==> src/rtl/bi_channel_ctrl.sv <==
// ---------------------------------------------------------------------------
// bi_channel_ctrl
//
// Direction controller for one end of a bidirectional inter-router channel.
// The two ends pass a single ownership token back and forth. Only the owner
// drives the link. Every direction change inserts a turnaround gap: this end
// holds its select low for TURN_CYC cycles before the token pulse. The peer
// then needs one more cycle before it can raise its own select.
//
// Parameters
//   HIGH_PRIO  1: this end owns the channel out of reset (peer must use 0)
//   MAX_PKTS   packets the owner may finish while the peer waits (>=1)
//   TURN_CYC   turnaround cycles before the token is passed (>=1)
//
// Ports
//   clk             clock
//   rst             synchronous active-high reset
//   i_local_req     local output has a flit for this channel
//   i_local_tail    qualifies i_local_req: flit is the packet's last
//   i_peer_req      peer wants to transmit (peer's o_req_out)
//   i_token_in      one-cycle pulse: peer hands ownership to this end
//   o_inout_select  this end drives the link (flit sent when & i_local_req)
//   o_req_out       registered i_local_req while not owner, else 0
//   o_token_out     one-cycle pulse passing ownership to the peer
//   o_proto_err     sticky: token arrived while owner or in handoff
// ---------------------------------------------------------------------------
module bi_channel_ctrl #(
  parameter int HIGH_PRIO = 1,
  parameter int MAX_PKTS  = 2,
  parameter int TURN_CYC  = 2
) (
  input  logic clk,
  input  logic rst,
  input  logic i_local_req,
  input  logic i_local_tail,
  input  logic i_peer_req,
  input  logic i_token_in,
  output logic o_inout_select,
  output logic o_req_out,
  output logic o_token_out,
  output logic o_proto_err
);

  localparam int PKT_W  = $clog2(MAX_PKTS + 1);
  localparam int TURN_W = $clog2(TURN_CYC + 1);

  typedef enum logic [1:0] {
    OWN_IDLE,
    OWN_ACTIVE,
    HANDOFF,
    NOT_OWN
  } state_t;

  localparam state_t RESET_STATE = (HIGH_PRIO != 0) ? OWN_IDLE : NOT_OWN;

  state_t              r_state, w_state_next;
  logic [PKT_W-1:0]    r_pkt_cnt, w_pkt_cnt_next;
  logic [TURN_W-1:0]   r_turn_cnt, w_turn_cnt_next;
  logic                r_in_pkt, w_in_pkt_next;
  logic                r_sel, w_sel_next;
  logic                r_req, w_req_next;
  logic                r_token, w_token_next;
  logic                r_proto_err, w_proto_err_next;

  always_ff @(posedge clk) begin
    if (rst) begin
      r_state     <= RESET_STATE;
      r_pkt_cnt   <= '0;
      r_turn_cnt  <= '0;
      r_in_pkt    <= 1'b0;
      r_sel       <= 1'b0;
      r_req       <= 1'b0;
      r_token     <= 1'b0;
      r_proto_err <= 1'b0;
    end else begin
      r_state     <= w_state_next;
      r_pkt_cnt   <= w_pkt_cnt_next;
      r_turn_cnt  <= w_turn_cnt_next;
      r_in_pkt    <= w_in_pkt_next;
      r_sel       <= w_sel_next;
      r_req       <= w_req_next;
      r_token     <= w_token_next;
      r_proto_err <= w_proto_err_next;
    end
  end

  always_comb begin
    w_state_next     = r_state;
    w_pkt_cnt_next   = r_pkt_cnt;
    w_turn_cnt_next  = r_turn_cnt;
    w_in_pkt_next    = r_in_pkt;
    w_token_next     = 1'b0;
    // A token is only legal while we do not own the channel; otherwise it is
    // ignored and flagged until reset.
    w_proto_err_next = r_proto_err | (i_token_in & (r_state != NOT_OWN));

    case (r_state)
      OWN_IDLE: begin
        if (i_local_req) begin
          w_state_next   = OWN_ACTIVE;
          w_pkt_cnt_next = '0;
          w_in_pkt_next  = 1'b0;
        end else if (i_peer_req) begin
          w_state_next    = HANDOFF;
          w_turn_cnt_next = '0;
        end
      end

      OWN_ACTIVE: begin
        // Select is high here, so every requested flit is actually sent.
        if (i_local_req) begin
          w_in_pkt_next = ~i_local_tail;
          if (i_local_tail && i_peer_req) begin
            if (int'(r_pkt_cnt) < MAX_PKTS) begin
              w_pkt_cnt_next = r_pkt_cnt + PKT_W'(1);
            end
            // Quota used up: yield straight after this tail. If the quota is
            // not used up but the local side goes quiet, the idle branch
            // below yields on the following cycle.
            if (int'(r_pkt_cnt) + 1 >= MAX_PKTS) begin
              w_state_next    = HANDOFF;
              w_turn_cnt_next = '0;
            end
          end
        end else if (!r_in_pkt) begin
          // Between packets with nothing to send. A bubble inside a packet
          // keeps the direction.
          if (i_peer_req) begin
            w_state_next    = HANDOFF;
            w_turn_cnt_next = '0;
          end else begin
            w_state_next = OWN_IDLE;
          end
        end
      end

      HANDOFF: begin
        // Committed: neither peer_req nor local_req can cancel it.
        if (r_turn_cnt == TURN_W'(TURN_CYC - 1)) begin
          w_state_next    = NOT_OWN;
          w_token_next    = 1'b1;
          w_turn_cnt_next = '0;
        end else begin
          w_turn_cnt_next = r_turn_cnt + TURN_W'(1);
        end
      end

      NOT_OWN: begin
        if (i_token_in) begin
          w_state_next = OWN_IDLE;
        end
      end

      default: begin
        w_state_next = RESET_STATE;
      end
    endcase

    // Outputs are registered from the next-state decode, so they line up
    // with the state they describe and have no input-to-output path.
    w_sel_next = (w_state_next == OWN_ACTIVE);
    w_req_next = (w_state_next == NOT_OWN) & i_local_req;
  end

  assign o_inout_select = r_sel;
  assign o_req_out      = r_req;
  assign o_token_out    = r_token;
  assign o_proto_err    = r_proto_err;

endmodule

==> config.mk <==
export PLATFORM = sky130hd
export DESIGN_NAME = bi_channel_ctrl
export DESIGN_NICKNAME = d
export VERILOG_FILES = /design/src/rtl/bi_channel_ctrl.sv
export SDC_FILE = /design/constraint.sdc
export NUM_CORES = 1
export LEC_CHECK = 0
export ABC_CLOCK_PERIOD_IN_PS = 1900
export CAP_MARGIN = 20
export CORE_MARGIN = 4
export CORE_UTILIZATION = 50
export CTS_CLUSTER_SIZE = 14
export DETAILED_ROUTE_END_ITERATION = 12
export PLACE_DENSITY = 0.75
export REMOVE_ABC_BUFFERS = 1
export SLEW_MARGIN = 10
export SYNTH_ARGS = -nofsm -noshare
export SYNTH_HDL_FRONTEND = slang
export SYNTH_SLANG_ARGS = --single-unit
==> constraint.sdc <==
create_clock -name clk -period 1.9 [get_ports clk]
set_input_delay 0.285 -clock clk [delete_from_list [all_inputs] [get_ports clk]]
set_output_delay 0.285 -clock clk [all_outputs]
set_load 0.05 [all_outputs]
=== Word-level counts from Yosys, hierarchy flattened ===
Cells that the tools add are included.

* Add/subtract/negate cells: 3
* Multiply operators: 0
* Div/mod/pow operators: 0
* Order comparisons: 2
* Equality and inequality tests: 15
* Shift-type cells: 0
* Multiplexer cells: 27
* Bitwise logic cells: 5
* Reductions and logical operators: 8

{| class="wikitable"
|+ Operators with widths
! operator !! count
|-
| 2-bit two-way mux || 20
|-
| 2-bit inequality test, second input constant || 6
|-
| 5-bit AND reduction || 2
|-
| 3-bit inequality test, second input constant || 3
|-
| 2-bit one-hot mux with 4 select lines || 1
|-
| 2-bit by 1-bit == test with 1-bit output, second input constant || 3
|-
| 2-bit == test, second input constant || 3
|-
| 2-bit one-hot mux with 3 select lines || 1
|-
| 2-bit by 1-bit adder with 2-bit output, second input constant || 2
|-
| 2-bit one-hot mux with 2 select lines || 1
|-
| 2-bit by 1-bit adder with 3-bit output, second input constant || 1
|-
| 3-bit by 2-bit >= comparator with 1-bit output, second input constant || 1
|-
| 1-bit two-way mux || 3
|-
| 3-bit AND reduction || 1
|-
| 3-bit nonzero test || 1
|-
| 1-bit bitwise AND || 2
|-
| 2-bit logical NOT || 1
|-
| 2-bit less-than comparator, second input constant || 1
|-
| 1-bit inverter || 2
|-
| 1-bit one-hot mux with 2 select lines || 1
|-
| 2-bit nonzero test || 1
|-
| 2-bit OR reduction || 1
|-
| 1-bit logical AND || 1
|-
| 1-bit bitwise OR || 1
|}

* Register bits after elaboration: 11
* Latch bits: 0
* Bits in writable memories: 0
* ROM bits: 0
* Input bits: 6
* Output and inout bits: 4
* Logic and storage cells: 68
* Memories: 0

=== Longest topological paths before layout ===
* Depth after elaboration: 8
* Depth in mapped cells: 7
* Mapped depth without buffers: 6

=== Worst setup path before layout ===
No wires, ideal clock.

* Path type: flip-flop to flip-flop
* From: register r_state[1]
* To: register r_pkt_cnt[1]
* Library setup time: 0.065 ns
* Arrival: 1.622 ns
* Data required time: 1.835 ns
* Slack: 0.213 ns
* Stages on the path, launching flop included: 8
* Buffers on the path: 1
* Period minus slack after synthesis: 1.687 ns
* Cell sequence: dfxtp_1 -> inv_1 -> ha_1 -> buf_2 -> and4b_2 -> o21ai_1 -> mux2_2 -> nor2_1

* Longest elaborated chain between the ends: 3
* Elaborated cells on any way between the ends: 9
* Classes of those cells: 5 x eq/ne; 1 x mux; 3 x reduce/logical

{| class="wikitable"
|+ RTL lines
! what !! line !! source
|-
| start, declared || 56 || <nowiki>state_t r_state, w_state_next;</nowiki>
|-
| start signal, assigned || 76 || <nowiki>r_state <= w_state_next;</nowiki>
|-
| 2-bit by 1-bit == test with 1-bit output / 2-bit logical NOT (equally long branches) || 97 || <nowiki>case (r_state)</nowiki>
|-
| 2-bit inequality test (no line) / 2-bit nonzero test (equally long branches) || - ||
|-
| 5-bit AND reduction (no line) || - ||
|-
| end signal, assigned || 77 || <nowiki>r_pkt_cnt <= w_pkt_cnt_next;</nowiki>
|-
| end, declared || 57 || <nowiki>logic [PKT_W-1:0] r_pkt_cnt, w_pkt_cnt_next;</nowiki>
|}

Several ways; a longest one is shown, not always the timed one.
A chain may end at the register's enable or synchronous reset.

=== Worst setup path after layout ===
* From: register r_state[0]
* To: register r_req, in the netlist o_req_out

* Longest elaborated chain between the ends: 6
* Elaborated cells on any way between the ends: 15
* Classes of those cells: 4 x eq/ne; 9 x mux; 1 x bitwise; 1 x reduce/logical

{| class="wikitable"
|+ RTL lines
! what !! line !! source
|-
| 2-bit two-way mux || 120 || <nowiki>if (int'(r_pkt_cnt) + 1 >= MAX_PKTS) begin</nowiki>
|-
| 2-bit two-way mux || 113 || <nowiki>if (i_local_tail && i_peer_req) begin</nowiki>
|-
| 2-bit two-way mux || 111 || <nowiki>if (i_local_req) begin</nowiki>
|-
| 2-bit one-hot mux with 4 select lines * || 97 ||
|-
| 2-bit == test * || 162 || <nowiki>w_req_next = (w_state_next == NOT_OWN) & i_local_req;</nowiki>
|-
| 1-bit bitwise AND * || 162 ||
|-
| end signal, assigned || 81 || <nowiki>r_req <= w_req_next;</nowiki>
|-
| end, declared || 61 || <nowiki>logic r_req, w_req_next;</nowiki>
|}

Every way passes the cells marked *; elsewhere a longest branch is shown, timed or not.

==> metrics.csv <==
stage,metric,value,unit
sta,setup TNS,0,ns
place,I/O Buffers,9,
synth,Post-Syn Area,659.4,sq um
layout,synthesis-to-finish area growth,20.68,%
floorplanning,# rows,12,
clocking,cts repair resizes,0,
clocking,# H-tree levels,1,
synth,Post-synth top flop,dfxtp_1,
floorplanning,core area,1171,sq um
pwr,PwrDens,1186,nW/um^2
synth,Syn Inst Count,77,
floorplanning,Initial Utilization,56.30,%
synth,Synth async-reset ratio,0,%
flow_run,max_cap viols,0,
synth,"EDFF count, synth",0,
pwr,Internal,0.0005535,W
grt,largest net degree at the start of global routing,12,
setup_path,crit path kind,flop to flop,
sta,Clock Skews,0.007050,ns
layout,diode count,0,
layout,most frequent cells in the layout,"dfxtp_1 (11), nor2_1 (9), clkdlybuf4s50_1 (9), inv_1 (8), ha_1 (6)",
detailed_routing,Post-Route WL,1.272,mm
pwr,Sw Pwr,0.0003903,W
layout,post-route cell area,795.8,sq um
grt,Total GRT Usage,16.32,%
floorplanning,die area,1964,sq um
worst_hold_path,Hold Crit Class,flop to flop,
pwr,Net Sw Frac,41.35,%
floorplanning,IO Pins,10,
synth,Yosys cell types,32,
sta,final setup margin,0.1500,ns
sta,RSZ-0062 raised after global routing,false,
detailed_routing,WL/cell,12.35,um
grt,grt total ovfl,0,
detailed_routing,drt via density,5.330,
synth,Synth area leaders,"dfxtp_1 (33%), ha_1 (11%), nor2_1 (5.1%), inv_1 (4.6%), a21oi_1 (3.0%)",
detailed_routing,router iterations before antenna repair,4,
synth,post-synth top area cell,dfxtp_1,
run_status,outcome,"complete, no violations",
grt,vias in the first global route,523,
sta,Relative slew margins,66.82,%
detailed_routing,routed vias,549,
sta,actual slew at the worst max-slew pin,0.4962,ns
setup_path,CP endpoint kind,flop,
setup_path,crit path max fanout,10,
pwr,Final Power,0.0009438,W
synth,Yosys top cell area share,33.40,%
clocking,Clock Path Buffers,2,
grt,first-pass GRT wire length,2.270,mm
pwr,VDD IR max,579.9,uV
sta,min Tclk post-route,1.750,ns
clocking,cts bufs inserted,3,
detailed_routing,first-iteration detailed-routing DRC count,4,
sta,# setup viols final,0,
pwr,combinational power share,50.4,%
place,area post-placement,768.2,sq um
layout,share of cells above drive strength 1,12.36,%
clocking,clock tree from TritonCTS,done,
place,DP Wirelength,985.3,um
sta,Fmax achieved,0.5714,GHz
grt,number of antenna violations at the first check in global routing,0,
floorplanning,chip height,44.32,um
setup_path,startpoint class of the critical path,flop,
setup_path,CP Data Required Time,2.09,ns
synth,Seq cells post-synth,11,
layout,nets,102,
clocking,hold_buf cts,0,
layout,"most common cell after layout, fill and taps aside",dfxtp_1,
clocking,"Clk Latency, worst-skew pair",0.28,ns
synth,sequential share of the synthesized area,33.40,%
place,RePlAce Congestion,0.8448,
pwr,Clock power frac,17.8,%
setup_path,WP data arrival,1.94,ns
place,dpl ws,0.06983,ns
detailed_routing,residual DRC count,0,
synth,synthesis warning total,0,
clocking,Post-CTS Setup Bufs,0,
clocking,Root Buffer,clkbuf_4,
clocking,"CTS clk-pin slew, worst paths",0.08,ns
layout,Filler cells,101,
sta,fin. max-slew vios,0,
pwr,Sequential Power Share,31.8,%
detailed_routing,DRT antenna net count,0,
sta,Final Cycle Share,92.10,%
clocking,Clock Sinks,11,
synth,syn avg cell area,8.563,sq um
floorplanning,chip width,44.32,um
sta,final count of hold timing violations,0,
pwr,Lkg Pwr,0.3340,nW
[critical path, cell delays in order (launching register included)]
cell and delay [ns]:
dfxtp_1 0.45, ha_1 0.38, nand2_1 0.15, o21bai_1 0.17, a32o_1 0.28, nor4_1 0.23
[cell families after synthesis]
family,synth area share (%)
buffers and inverters,6.641
multiplexers,4.933
AND/OR/NAND/NOR,23.34
AO/OA/AOI/OAI,20.30
flip-flops,33.40
adder cells (fa/ha/maj),11.38
[path summary, 6_finish.rpt]
| kind | startpoint | to | slack, ns | cells past startpoint |
|---|---|---|---|---|
| min reg2reg | r_turn_cnt[1]$_SDFFE_PP0P_ | r_turn_cnt[1]$_SDFFE_PP0P_ | 0.46 | 2 |
| max | r_state[0]$_SDFF_PP0_ | o_req_out$_SDFF_PP0_ | 0.15 | 5 |
| max reg2reg | r_state[0]$_SDFF_PP0_ | o_req_out$_SDFF_PP0_ | 0.15 | 5 |
| min | r_turn_cnt[1]$_SDFFE_PP0P_ | r_turn_cnt[1]$_SDFFE_PP0P_ | 0.46 | 2 |
[layout make-up]
type / count / area (sq um) / share of cell area (%)
multi-input cells: 55 / 395.4 / 49.69
flip-flops and latches: 11 / 220.2 / 27.67
repair buffers: 11 / 105.1 / 13.21
inverters: 8 / 30.03 / 3.774
clock buffers: 3 / 22.52 / 2.830
well taps: 14 / 17.52 / 2.201
clock inverters: 1 / 5.005 / 0.6289
[synthesized netlist by cell type, types with 2 or more instances]
cell	count
inv_1	8
nand2b_1	2
ha_1	6
nand2_1	4
nor2_1	9
o21ai_0	3
dfxtp_1	11
a21oi_1	4
nor2b_1	3
o211a_1	2
buf_2	2
nand3_1	3
[power groups by stage]
stage               clock, W  sequential (W)  combinational [W]
floorplan                  0        0.000357           0.000295
global placement           0        0.000305           0.000475
detailed placement         0        0.000306           0.000473
CTS                 0.000176        0.000300           0.000476
global route        0.000193        0.000305           0.000521
finish              0.000168        0.000300           0.000476
[per-stage QoR]
step	std cells	hold slack (ns)	util [%]
2_1_floorplan	74	0.3565	-
6_report	103	0.4615	67.95
4_1_cts	103	0.4648	67.95
3_3_place_gp	99	0.4457	65.60
3_5_place_dp	99	0.4529	65.60
5_1_grt	103	0.5109	67.95
[layer usage]
| layer | GRT usage, % | wire (um) |
|---|---|---|
| met2 | 25.58 | 539 |
| met3 | 3.659 | 49 |
| met1 | 19.76 | 653 |
| met5 | 0 | 0 |
| met4 | 10.84 | 29 |
[state kept, by name (all words and copies together) (netlist names)]
signal,flops
r_pkt_cnt,2
r_state,2
r_turn_cnt,2
o_inout_select,1
o_proto_err,1
o_req_out,1
o_token_out,1
r_in_pkt,1
Note: power is estimated with default switching activity, not from simulation.
